--- src/rtl/ex_stage_fwd.sv ---
// ex_stage_fwd
//   Execute stage between the decode/regfile-read register and MEM. Resolves
//   source operands via forwarding from EX/MEM (highest priority) and MEM/WB,
//   evaluates the ALU op, and owns the EX/MEM output register with a
//   valid/ready handshake on both sides.
//
//   Optional multiplier: define EX_STAGE_FWD_MUL_EN to build the iterative
//   shift-add multiplier (op 7) with its IDLE/BUSY FSM. Without it, op 7
//   completes in one cycle with a zero result.
//
// Ports
//   clk, reset_n                     clock, async active-low reset
//   in_valid / in_ready              upstream handshake
//   in_op, in_use_imm, in_imm        operation select and immediate
//   in_sr1_*, in_sr2_*               source indices and regfile values
//   in_dest, in_regwrite             destination of the instruction
//   exm_*, mwb_*                     forwarding sources (EX/MEM, MEM/WB)
//   out_valid / out_ready            downstream handshake
//   out_result, out_store_data       result and forwarded sr2 value
//   out_dest, out_regwrite           destination of the held result
module ex_stage_fwd #(
    parameter int WIDTH   = 16,
    parameter int IDX_W   = 3,
    parameter int SHAMT_W = 4
) (
    input  logic             clk,
    input  logic             reset_n,
    input  logic             in_valid,
    output logic             in_ready,
    input  logic [2:0]       in_op,
    input  logic             in_use_imm,
    input  logic [WIDTH-1:0] in_imm,
    input  logic [IDX_W-1:0] in_sr1_idx,
    input  logic [IDX_W-1:0] in_sr2_idx,
    input  logic [WIDTH-1:0] in_sr1_val,
    input  logic [WIDTH-1:0] in_sr2_val,
    input  logic [IDX_W-1:0] in_dest,
    input  logic             in_regwrite,
    input  logic             exm_regwrite,
    input  logic [IDX_W-1:0] exm_dest,
    input  logic [WIDTH-1:0] exm_val,
    input  logic             mwb_regwrite,
    input  logic [IDX_W-1:0] mwb_dest,
    input  logic [WIDTH-1:0] mwb_val,
    output logic             out_valid,
    input  logic             out_ready,
    output logic [WIDTH-1:0] out_result,
    output logic [WIDTH-1:0] out_store_data,
    output logic [IDX_W-1:0] out_dest,
    output logic             out_regwrite
);

    localparam logic [2:0] OP_ADD   = 3'd0;
    localparam logic [2:0] OP_AND   = 3'd1;
    localparam logic [2:0] OP_NOT   = 3'd2;
    localparam logic [2:0] OP_SHL   = 3'd3;
    localparam logic [2:0] OP_SHRL  = 3'd4;
    localparam logic [2:0] OP_SHRA  = 3'd5;
    localparam logic [2:0] OP_PASSB = 3'd6;
    localparam logic [2:0] OP_MUL   = 3'd7;

    logic [WIDTH-1:0]   w_fwdA;
    logic [WIDTH-1:0]   w_fwdB;
    logic [WIDTH-1:0]   w_opB;
    logic [WIDTH-1:0]   w_alu;
    logic [SHAMT_W-1:0] w_shamt;
    logic               w_outFree;
    logic               w_accept;
    logic               w_loadAlu;

    logic               r_outValid;
    logic [WIDTH-1:0]   r_outResult;
    logic [WIDTH-1:0]   r_outStore;
    logic [IDX_W-1:0]   r_outDest;
    logic               r_outRegwrite;

    // Forwarding: the younger EX/MEM producer wins over MEM/WB. R0 is not special.
    always_comb begin
        w_fwdA = in_sr1_val;
        if (exm_regwrite && (exm_dest == in_sr1_idx)) begin
            w_fwdA = exm_val;
        end else if (mwb_regwrite && (mwb_dest == in_sr1_idx)) begin
            w_fwdA = mwb_val;
        end
        w_fwdB = in_sr2_val;
        if (exm_regwrite && (exm_dest == in_sr2_idx)) begin
            w_fwdB = exm_val;
        end else if (mwb_regwrite && (mwb_dest == in_sr2_idx)) begin
            w_fwdB = mwb_val;
        end
    end

    assign w_opB   = in_use_imm ? in_imm : w_fwdB;
    assign w_shamt = w_opB[SHAMT_W-1:0];

    // Single-cycle ALU. MUL yields zero here; the multiplier path supplies
    // its own result when it is built.
    always_comb begin
        w_alu = '0;
        case (in_op)
            OP_ADD:   w_alu = w_fwdA + w_opB;
            OP_AND:   w_alu = w_fwdA & w_opB;
            OP_NOT:   w_alu = ~w_fwdA;
            OP_SHL:   w_alu = w_fwdA << w_shamt;
            OP_SHRL:  w_alu = w_fwdA >> w_shamt;
            OP_SHRA:  w_alu = $unsigned($signed(w_fwdA) >>> w_shamt);
            OP_PASSB: w_alu = w_opB;
            OP_MUL:   w_alu = '0;
        endcase
    end

    // The output register can take new data when empty or being consumed now.
    assign w_outFree = !r_outValid || out_ready;
    assign w_accept  = in_valid && in_ready;

`ifdef EX_STAGE_FWD_MUL_EN
    localparam int CNT_W = $clog2(WIDTH + 1);

    typedef enum logic {IDLE, BUSY} state_t;

    state_t           r_state;
    logic [CNT_W-1:0] r_cnt;
    logic [WIDTH-1:0] r_mulA;
    logic [WIDTH-1:0] r_mulB;
    logic [WIDTH-1:0] r_mulAcc;
    logic [WIDTH-1:0] r_mulStore;
    logic [IDX_W-1:0] r_mulDest;
    logic             r_mulRegwrite;
    logic             w_mulDone;

    assign in_ready  = (r_state == IDLE) && w_outFree;
    assign w_mulDone = (r_state == BUSY) && (r_cnt == '0) && w_outFree;
    assign w_loadAlu = w_accept && (in_op != OP_MUL);

    // Multiplier FSM: operands are frozen at acceptance, then one shift-add
    // step per cycle. Once the count is exhausted it parks in BUSY until the
    // output register can take the product.
    always_ff @(posedge clk or negedge reset_n) begin
        if (!reset_n) begin
            r_state       <= IDLE;
            r_cnt         <= '0;
            r_mulA        <= '0;
            r_mulB        <= '0;
            r_mulAcc      <= '0;
            r_mulStore    <= '0;
            r_mulDest     <= '0;
            r_mulRegwrite <= 1'b0;
        end else begin
            case (r_state)
                IDLE: begin
                    if (w_accept && (in_op == OP_MUL)) begin
                        r_mulA        <= w_fwdA;
                        r_mulB        <= w_opB;
                        r_mulAcc      <= '0;
                        r_mulStore    <= w_fwdB;
                        r_mulDest     <= in_dest;
                        r_mulRegwrite <= in_regwrite;
                        r_cnt         <= CNT_W'(WIDTH);
                        r_state       <= BUSY;
                    end
                end
                BUSY: begin
                    if (r_cnt != '0) begin
                        if (r_mulB[0]) begin
                            r_mulAcc <= r_mulAcc + r_mulA;
                        end
                        r_mulA <= {r_mulA[WIDTH-2:0], 1'b0};
                        r_mulB <= {1'b0, r_mulB[WIDTH-1:1]};
                        r_cnt  <= r_cnt - CNT_W'(1);
                    end else if (w_outFree) begin
                        r_state <= IDLE;
                    end
                end
                default: r_state <= IDLE;
            endcase
        end
    end
`else
    assign in_ready  = w_outFree;
    assign w_loadAlu = w_accept;
`endif

    // EX/MEM output register: load a fresh result (possibly in the same edge
    // the old one is consumed), otherwise drop valid once consumed, else hold.
    always_ff @(posedge clk or negedge reset_n) begin
        if (!reset_n) begin
            r_outValid    <= 1'b0;
            r_outResult   <= '0;
            r_outStore    <= '0;
            r_outDest     <= '0;
            r_outRegwrite <= 1'b0;
        end else if (w_loadAlu) begin
            r_outValid    <= 1'b1;
            r_outResult   <= w_alu;
            r_outStore    <= w_fwdB;
            r_outDest     <= in_dest;
            r_outRegwrite <= in_regwrite;
`ifdef EX_STAGE_FWD_MUL_EN
        end else if (w_mulDone) begin
            r_outValid    <= 1'b1;
            r_outResult   <= r_mulAcc;
            r_outStore    <= r_mulStore;
            r_outDest     <= r_mulDest;
            r_outRegwrite <= r_mulRegwrite;
`endif
        end else if (out_ready) begin
            r_outValid <= 1'b0;
        end
    end

    assign out_valid      = r_outValid;
    assign out_result     = r_outResult;
    assign out_store_data = r_outStore;
    assign out_dest       = r_outDest;
    assign out_regwrite   = r_outRegwrite;

endmodule
--- config.mk ---
export PLATFORM = sky130hd
export DESIGN_NAME = ex_stage_fwd
export DESIGN_NICKNAME = d
export VERILOG_FILES = /design/src/rtl/ex_stage_fwd.sv
export SDC_FILE = /design/constraint.sdc
export NUM_CORES = 1
export LEC_CHECK = 0
export CELL_PAD_IN_SITES_DETAIL_PLACEMENT = 1
export CELL_PAD_IN_SITES_GLOBAL_PLACEMENT = 2
export CORE_UTILIZATION = 27
export DETAILED_ROUTE_END_ITERATION = 10
export PLACE_DENSITY_LB_ADDON = 0.2
export SLEW_MARGIN = 40
export SYNTH_ARGS = -nofsm -noshare
export SYNTH_HDL_FRONTEND = slang
export SYNTH_SLANG_ARGS = --single-unit
export TNS_END_PERCENT = 20
--- constraint.sdc ---
create_clock -name clk -period 2.1 [get_ports clk]
set_input_delay 0.315 -clock clk [delete_from_list [all_inputs] [get_ports clk]]
set_output_delay 0.315 -clock clk [all_outputs]
set_load 0.03 [all_outputs]
==> results.py <==
metrics = {
    "run_status": {
        "status": "complete, but fails checks",
        "violations": "setup timing",
    },
    "critical_path": {
        "worstPathMaxFanout": 8,
        "crit_type": "in2reg",
        "worstPathRequired_ns": 2.28,
        "regToRegSetupSlack_ns": 0.06,
        "endpoint": "out_result[15]",
        "arrival_ns": 3.92,
        "r2r_end": "out_result[14]",
        "cp-start-kind": "input pin",
        "startpoint": "in_sr2_idx[1]",
        "end_kind": "flip-flop",
        "rr_startpoint": "out_valid",
        "reg2reg_depth": 7,
    },
    "clock_tree": {
        "clk_pin_slew_ns": 0.06,
        "clk_path_buf_depth": 2,
        "cts.sinks": 37,
        "numCtsBuffers": 5,
        "cts_tree": "done",
        "cts_hold_buf": 0,
        "root_buffer": "clkbuf_16",
        "insertion_delay_ns": 0.29,
        "h-tree-depth": 2,
    },
    "timing": {
        "finalHoldViolCount": 0,
        "finalWorstPathRequiredPeriod_ns": 3.743,
        "slew_viol_final": 0,
        "worst_pin_slew_ns": 0.5866,
        "fin_ws_ns": -1.643,
        "max_slew_margin_pct": 60.75,
        "whs_ns": 0.01480,
        "setup_viol": 16,
        "rsz0062_at_grt": "yes",
        "fin_worst_skew_ns": 0.004503,
        "period_share_pct": 178.2,
        "final.setup.tns_ns": -20.46,
        "fmaxAchievable_mhz": 267.2,
    },
    "drt": {
        "wirelength_mm": 28.93,
        "vias_per_cell": 5.637,
        "firstDrtPassIters": 4,
        "wl_per_cell_um": 23.56,
        "detail_route.iter0.violations": 497,
        "antenna_left": 0,
        "drc": 0,
        "num_vias": 6922,
    },
    "finish": {
        "n_antenna_cell": 0,
        "nFillCells": 2173,
        "area_growth_syn_to_layout_pct": 79.97,
        "layout.nets": 1122,
        "utilization_pct": 49.64,
        "ff_latch_area_um2": 925.9,
        "multiInputGateArea_um2": 4264,
        "drive_above_1_share_pct": 34.33,
    },
    "synthesis": {
        "synth_edf_count": 0,
        "yosys_warnings": 0,
        "synth-seq-cells": 37,
        "syn_inst": 674,
        "synthesis.nets": 798,
        "synth_area_leaders": "dfrtp_1 (19%), mux2i_1 (11%), nand2_1 (7.2%)",
        "syn-cell-area_um2": 4955,
        "syn_avg_cell_area_um2": 7.351,
        "ys_seq_area_share_pct": 18.69,
        "yosysTopAreaCell": "dfrtp_1",
        "synth-main-ff-cell": "dfrtp_1",
        "synth_top_area_share_pct": 18.69,
        "yosysUniqueCellTypes": 71,
        "synthArstFlopShare_pct": 100.0,
    },
    "placed_design": {
        "io_buffers": 143,
        "place_congestion": 0.9398,
        "dp_hpwl_mm": 22.62,
    },
    "floorplanning": {
        "row_count": 49,
        "initial_utilization_pct": 27.58,
        "dieArea_um2": 18900,
        "die_w_um": 137.5,
        "die_h_um": 137.5,
        "core_um2": 17960,
        "ioPinCount": 144,
    },
    "power": {
        "ir_drop_mv": 0.3554,
        "finalPower_mw": 5.192,
        "cellLeakagePower_nw": 4.010,
        "power.density_nw_per_um2": 582.2,
    },
    "global_routing": {
        "track_usage_pct": 31.07,
        "grt_max_degree": 29,
        "grt_overflow_total": 0,
        "grt_pass1_wl_mm": 43.10,
        "antenna_found_initial": 0,
        "grt_pass1_vias": 7357,
    },
    "run": {
        "max_cap_viol_count": 0,
    },
    "min_path": {
        "hp-class": "in2async",
    },
}
## cell families (layout without fill, tap and decap cells)
logic type	count (synthesis)	count (layout)	share of synthesized area, %
and+or+nand+nor	228	228	19.62
buffers and inverters	58	383	5.227
AOI/OAI and AO/OA	231	231	30.81
DFF	37	37	18.69
muxes	77	77	16.54
adders and majority gates	18	18	4.697
xor gates and xnor gates	25	25	4.419
## cell usage in the layout, fill, tap and decap left out, drive strengths merged, types with 5 or more instances in the layout
cell type      netlist  layout
a21oi               58      58
mux2i               56      56
ha                  17      17
a211oi              11      11
a22oi                8       8
clkdlybuf4s50        0     132
xor2                 7       7
o31ai                6       6
inv                  9       9
o211ai              13      13
xnor2               18      18
o22ai               16      16
nand4                6       6
a2bb2oi              5       5
clkbuf              25       8
o31a                 5       5
o21ai               44      44
nor3                17      17
mux2                20      20
nand2               95      95
a31oi               12      12
a21o                 9       9
o22a                 5       5
nand3               12      12
dfrtp               37      37
nor2                77      77
buf                 23     226
## state kept, by name, summed over array words and instances (netlist names)
signal and count:
out_result 16, out_regwrite 1, out_store_data 16, out_dest 3, out_valid 1
## worst min path at each step
stage	start	endpoint	slack, ns	cells after the start
6_report	reset_n	out_store_data[14]	0.01	1
5_1_grt	reset_n	out_result[14]	0.04	1
4_1_cts	reset_n	out_valid	0.03	1
3_5_place_dp	reset_n	out_store_data[14]	0.34	1
3_3_place_gp	reset_n	out_store_data[13]	0.34	1
2_1_floorplan	reset_n	out_dest[0]	0.02	0
## per-layer routing
metal	share of wire [%]	track usage [%]	vias up
met2	47	51.70	258
li1	-	-	3170
met1	44	40.55	3443
met5	0	0	-
met4	2.7	10.74	0
met3	6.0	4.709	51
## worst max-delay path: stages
cell and delay [ns]:
buf_8 0.11, xor2_4 0.18, or4_4 0.57, buf_6 0.15
buf_12 0.14, a211oi_4 0.26, o31a_2 0.22, inv_4 0.07
ha_4 0.23, a211oi_4 0.30, o21a_1 0.19, o31a_1 0.21
a21oi_2 0.09, a31oi_2 0.24, o21ai_2 0.08, xnor2_1 0.19
nor2_1 0.09, o32a_1 0.28
## stage by stage
step	worst slack [ns]	std cells	instance area [µm²]
detailed placement	-2.452	1200	8082
finish	-1.643	1228	8917
global placement	-2.337	1200	8082
floorplan	-1.902	674	5140
CTS	-1.660	1225	8807
global route	-1.771	1228	8917
## cell usage after synthesis, types with 8 or more instances
master     n
a211oi_1  10
a21o_1     9
a21oi_1   58
a22oi_1    8
a31oi_1   12
buf_2     16
clkbuf_1  25
dfrtp_1   37
ha_1      17
mux2_2    18
mux2i_1   55
nand2_1   95
nand3_1   12
nor2_1    76
nor3_1    17
o211ai_1  13
o21ai_0   42
o22ai_1   16
xnor2_1   18
## what timing repair did
action | CTS | global route
pin swaps | 36 | 33
setup buffers | 18 | 3
endpoints found under the setup margin | 31 | 16
gates cloned | 2 | 0
resized for setup | 113 | 23
## where the power goes
part | internal (mW) | switching [mW]
logic | 1.63 | 1.78
clock network | 0.504 | 0.342
registers | 0.838 | 0.0945
## final cells by class
| type | instances | area share [%] |
|---|---|---|
| Clock buffer | 7 | 1.712 |
| Clock inverter | 1 | 0.05612 |
| Inverter | 10 | 0.5332 |
| Multi-Input combinational cell | 579 | 47.82 |
| Sequential cell | 37 | 10.38 |
| Tap cell | 229 | 3.213 |
| Timing Repair Buffer | 365 | 36.28 |
No activity file was read; power rests on OpenSTA's default activity.
==> RTL edit 1, RTL diff (config.mk and constraints unchanged) <==
Change the parameter `SHAMT_W` from 4 to 6.
--- a/src/rtl/ex_stage_fwd.sv
+++ b/src/rtl/ex_stage_fwd.sv
@@ -21,7 +21,7 @@
 module ex_stage_fwd #(
     parameter int WIDTH   = 16,
     parameter int IDX_W   = 3,
-    parameter int SHAMT_W = 4
+    parameter int SHAMT_W = 6
 ) (
     input  logic             clk,
     input  logic             reset_n,
Check against the original RTL: not equivalent (a bounded check fails within 4 cycles, from zero or initial values and one cycle with reset_n low).
==> RTL edit 1 against the original RTL <==
The run still ends with setup timing left. Final area rose by 11%. Sequential cell count did not move. Worst setup slack got worse by 0.0081 ns. Die area rose by 12%. Total power rose by 9.4%. Synthesized area rose by 12%. Wire length rose by 21%. Via count rose by 18%.
==> RTL edit 1: results (changes against the original RTL) <==
Yosys
  • Most frequent cells after synthesis: 110 x nand2_1, 78 x nor2_1, 57 x mux2i_1
  • Cell variety after synth: 72 (+1.4%)
  • Syn Inst Count: 782 (+16%)
  • Yosys top cell area share: 16.73% (-2.0 points)
  • Sequential area share after synthesis: 16.73% (-2.0 points)

Global routing
  • Global Route Usage Sum: 33.08% (+2.0 points)
  • Vias in the first global route: 8641 (+17%)
  • First-pass GRT wire length: 53.39 mm (+24%)
  • Met2 usage: 54.83% (+3.1 points)
  • Largest net degree at the start of global routing: 39 (+34%)
  • Met1 usage: 42.59% (+2.0 points)
  • Met3 Usage GRT: 4.717% (+0.0076 points)

Drt
  • Initial DRC Count: 639 (+29%)
  • WL per Instance: 24.62 µm (+4.5%)
  • Routed vias: 8158 (+18%)
  • TritonRoute pass-1 iters: 5 (+1)
  • Final wirelength: 35.03 mm (+21%)

Timing
  • Final Hold Slack: 0.4754 ns (+0.4606 ns)
  • Setup TNS: -21.67 ns (-1.217 ns)
  • Layout Skew: 0.008673 ns (+0.004170 ns)
  • Setup violators final: 16 (unchanged)
  • Final worst setup slack: -1.651 ns (-0.008070 ns)

Placed design
  • RD Place Congestion: 1.005 (+6.9%)
  • Dpl ws: -2.686 ns (-0.2339 ns)
  • DP Wirelength: 27.77 mm (+23%)
  • Placed cell area: 9170 µm² (+13%)

Setup path
  • CP max stage delay: 0.53 ns (-0.04 ns)
  • Slowest CP cell: clkdlybuf4s50_1
  • Crit Path Max Fanout: 5 (-3)
  • R2r endpoint: out_result[8]
  • FF-to-FF setup slack: 0.08 ns (+0.02 ns)

Min path
  • Worst Hold Class: flip-flop to flip-flop

Status
  • Outcome: finished with violations
  • Failing checks: setup timing

Power
  • Combinational power: 3820 µW (+12%)
  • Net Sw Frac: 44.17% (+1.5 points)
  • VDD IR max: 0.0003004 V (-15%)
  • Switching power: 2509 µW (+13%)

Finish
  • Layout cells sized above 1: 33.48% (-0.86 points)

Clock tree
  • CTS resizes: 91 (-19%)
  • Post-CTS Setup Bufs: 4 (-14)
RTL edit 1: changes by cell type in the layout (fill, tap and decap cells not counted), sizes merged, moves of 12 or more:
| cell | delta |
|---|---|
| a21oi | -14 |
| inv | +12 |
| buf | +55 |
| nand2 | +15 |
RTL edit 1: how the worst max path moves through the flow:
stage,startpoint,endpoint,slack (ns),cells after the start
after floorplan,mwb_dest[1],out_result[5],-2.04,19
after global placement,mwb_dest[1],out_result[8],-2.64,17
after detailed placement,mwb_dest[1],out_result[8],-2.69,17
after CTS,in_sr2_idx[1],out_result[15],-1.66,16
after global routing,mwb_dest[2],out_result[5],-1.75,16
final,in_sr1_idx[2],out_result[5],-1.65,16
RTL edit 1: layer usage:
| layer | part of all wire (%) | wire length (µm) | up-vias |
|---|---|---|---|
| met3 | 6.1 | 2138 | 92 |
| met1 | 43 | 15030 | 4017 |
| li1 | - | - | 3685 |
| met4 | 4.4 | 1557 | 0 |
| met2 | 47 | 16300 | 364 |
| met5 | 0 | 0 | - |
RTL edit 1: logic make-up (layout without fill, tap and decap cells):
group	after synthesis	after routing	synth area share (%)
AO/OA/AOI/OAI	268	268	33.10
multiplexers	71	71	13.63
adder cells (fa/ha/maj)	18	18	4.205
buffers and inverters	80	451	5.675
flip-flops	37	37	16.73
AND/OR/NAND/NOR	285	285	23.02
XOR/XNOR	23	23	3.640
RTL edit 1: area by class of cell:
type                    count  area, µm²
flip-flops and latches     37      925.9
clock inverters             1      30.03
well taps                 270      337.8
multi-input cells         665       4778
fillers                  2458      10310
clock buffers               7      142.6
repair buffers            420       3560
inverters                  23      86.33
RTL edit 1: worst min-delay path, delay by kind of cell (launching register included):
| kind | cells | cell delay, ns |
|---|---|---|
| DFF | 1 | 0.34 |
| and+or+nand+nor | 2 | 0.11 |
==> RTL edit 2, RTL diff (same settings) <==
Without the edit above. Add a define of `EX_STAGE_FWD_MUL_EN`.
--- a/src/rtl/ex_stage_fwd.sv
+++ b/src/rtl/ex_stage_fwd.sv
@@ -18,6 +18,8 @@
 //   out_valid / out_ready            downstream handshake
 //   out_result, out_store_data       result and forwarded sr2 value
 //   out_dest, out_regwrite           destination of the held result
+`define EX_STAGE_FWD_MUL_EN
+
 module ex_stage_fwd #(
     parameter int WIDTH   = 16,
     parameter int IDX_W   = 3,
Behaviour: not the same (Yosys sat finds a counterexample within 4 cycles, from zero or initial values and one cycle with reset_n low).
==> RTL edit 2 against the original RTL <==
The flow still finishes with violations (setup timing). Worst setup slack gained 0.32 ns. Synthesized area up 85%. Synthesized cell count grew 74%. Count of clock-buffer cells in the layout up 3. Sequential power grew to 4.2 times the old value. Via count increased by 56%. Sequential cell count up 74. Wire length rose by 61%. First-iteration DRC count rose by 42%. Total power increased to 3.1 times the old value. Clock skew grew 0.0025 ns. Die area up 84%. Final area increased by 68%. Highest routed layer unchanged.
==> RTL edit 2: results (changes against the original RTL) <==
Clock tree
  • Clock slew at reported path FFs: 0.08 ns (+0.02 ns)
  • Clk buf depth: 2 (unchanged)
  • Clock Latency Late Sink: 0.37 ns (+0.08 ns)
  • TritonCTS Buffers: 9 (+4)
  • H-tree Lvls: 3 (+1)

Setup path
  • Reg-to-reg startpoint: r_mulA[0]
  • R2r endpoint: r_mulAcc[12]
  • FF-to-FF setup slack: -0.54 ns (-0.60 ns)
  • CP max stage delay: 0.62 ns (+0.05 ns)
  • Crit path DAT: 3.70 ns (-0.22 ns)
  • Slowest CP cell: or4b_4
  • Crit. Startpoint: mwb_dest[2]
  • Crit Path Max Fanout: 6 (-2)
  • Crit path max-delay family: simple AND/OR/NAND/NOR gates
  • Reg2Reg Depth: 12 (+5)

Placed design
  • RD Place Congestion: 0.9880 (+5.1%)
  • DP Wirelength: 37.13 mm (+64%)
  • Dpl ws: -2.464 ns (-0.01186 ns)
  • Inst Count DP: 2008 (+67%)
  • Placed cell area: 13580 µm² (+68%)

Timing
  • Final worst setup slack: -1.319 ns (+0.3245 ns)
  • Layout Skew: 0.006997 ns (+0.002494 ns)
  • Setup TNS: -23.53 ns (-3.072 ns)
  • Relative slew margins: 55.93% (-4.8 points)
  • Setup violators final: 37 (+21)

Power
  • Net Sw Frac: 44.16% (+1.5 points)
  • VDD IR max: 0.0005354 V (+51%)
  • Pleak: 0.007002 µW (+75%)
  • Clk power: 1880 µW (+120%)
  • Clock power frac: 11.9% (-4.4 points)
  • Seq pwr share: 24.9% (+6.9 points)

Status
  • Outcome: finished with violations
  • Failing checks: setup timing

Yosys
  • Most frequent cells after synthesis: 218 x nand2_1, 111 x dfrtp_1, 108 x a21oi_1
  • Sequential area share after synthesis: 30.31% (+12 points)
  • Synthesis-stage register bit count: 111 (+200%)
  • Syn Inst Count: 1170 (+74%)
  • FFs w/ async S/R, synth: 100.0% (unchanged)
  • Top cells by area, synth: dfrtp_1 30%, mux2i_1 11%, nand2_1 8.9%, a21oi_1 5.9%, o21ai_0 5.6%
  • Syn nets: 1312 (+64%)
  • Yosys top cell area share: 30.31% (+12 points)

Drt
  • TritonRoute pass-1 iters: 5 (+1)
  • Initial DRC Count: 706 (+42%)
  • Via/cell ratio: 5.210 (-7.6%)
  • WL per Instance: 22.48 µm (-4.6%)

Finish
  • Layout cells sized above 1: 33.46% (-0.88 points)
  • Nets@finish: 1760 (+57%)

Global routing
  • Global Route Usage Sum: 27.13% (-3.9 points)
  • Largest net degree at the start of global routing: 41 (+41%)
  • First-pass GRT wire length: 70.12 mm (+63%)
  • Number of antenna violations at the first check in global routing: 1 (+1)
  • Vias in the first global route: 11420 (+55%)
==> RTL edit 2: worst reg2reg max path, cell delays in order, from the launching register on <==
cell,delay (ns)
dfrtp_2,0.46
ha_2,0.21
fa_2,0.34
a21o_1,0.17
a21oi_2,0.17
o21bai_1,0.10
a21oi_2,0.16
o21bai_1,0.10
a21oi_2,0.20
o21ai_1,0.12
o31ai_1,0.26
xor2_1,0.17
o21ai_0,0.08
==> RTL edit 2: cell type report <==
class                      instances  area [µm²]
tap                              448       560.5
timing repair buffer             510        4469
inverter                          26       117.6
sequential                       111        2781
multi-input combinational        960        6756
clock buffer                      10       239.0
clock inverter                     6       75.07
fill                            3955       18450
==> RTL edit 2: repair_timing <==
action	4_1_cts	5_1_grt
setup buffers	34	11
pin swaps	63	39
cloned	0	1
resized for setup	146	70
endpoints found under the setup margin	94	83
hold endpoints to repair	27	0
hold buffers	1	0
==> RTL edit 2: per-layer routing <==
metal  wire length, µm  up-vias  GRT usage (%)  part of all wire [%]
met5                 0        -              0                     0
met4              1339        0          9.016                   2.9
met3              2019       64          2.726                   4.3
met2             22070      297          45.34                    47
met1             21130     5346          36.47                    45
li1                  -     5083              -                     -
==> RTL edit 2: metrics by stage <==
| stage | hold slack, ns | util, % |
|---|---|---|
| floorplan | 0.01941 | - |
| global placement | 0.3028 | 40.59 |
| detailed placement | 0.3034 | 40.59 |
| CTS | 0.4507 | 43.61 |
| global route | 0.4872 | 44.84 |
| finish | 0.4489 | 44.84 |
==> RTL edit 2: cell families after synthesis <==
group / synth area share, %
AND/OR/NAND/NOR: 20.52
AO/OA/AOI/OAI: 23.07
multiplexers: 12.86
flip-flops: 30.31
buffers and inverters: 4.505
adder cells (fa/ha/maj): 5.297
XOR/XNOR: 3.440
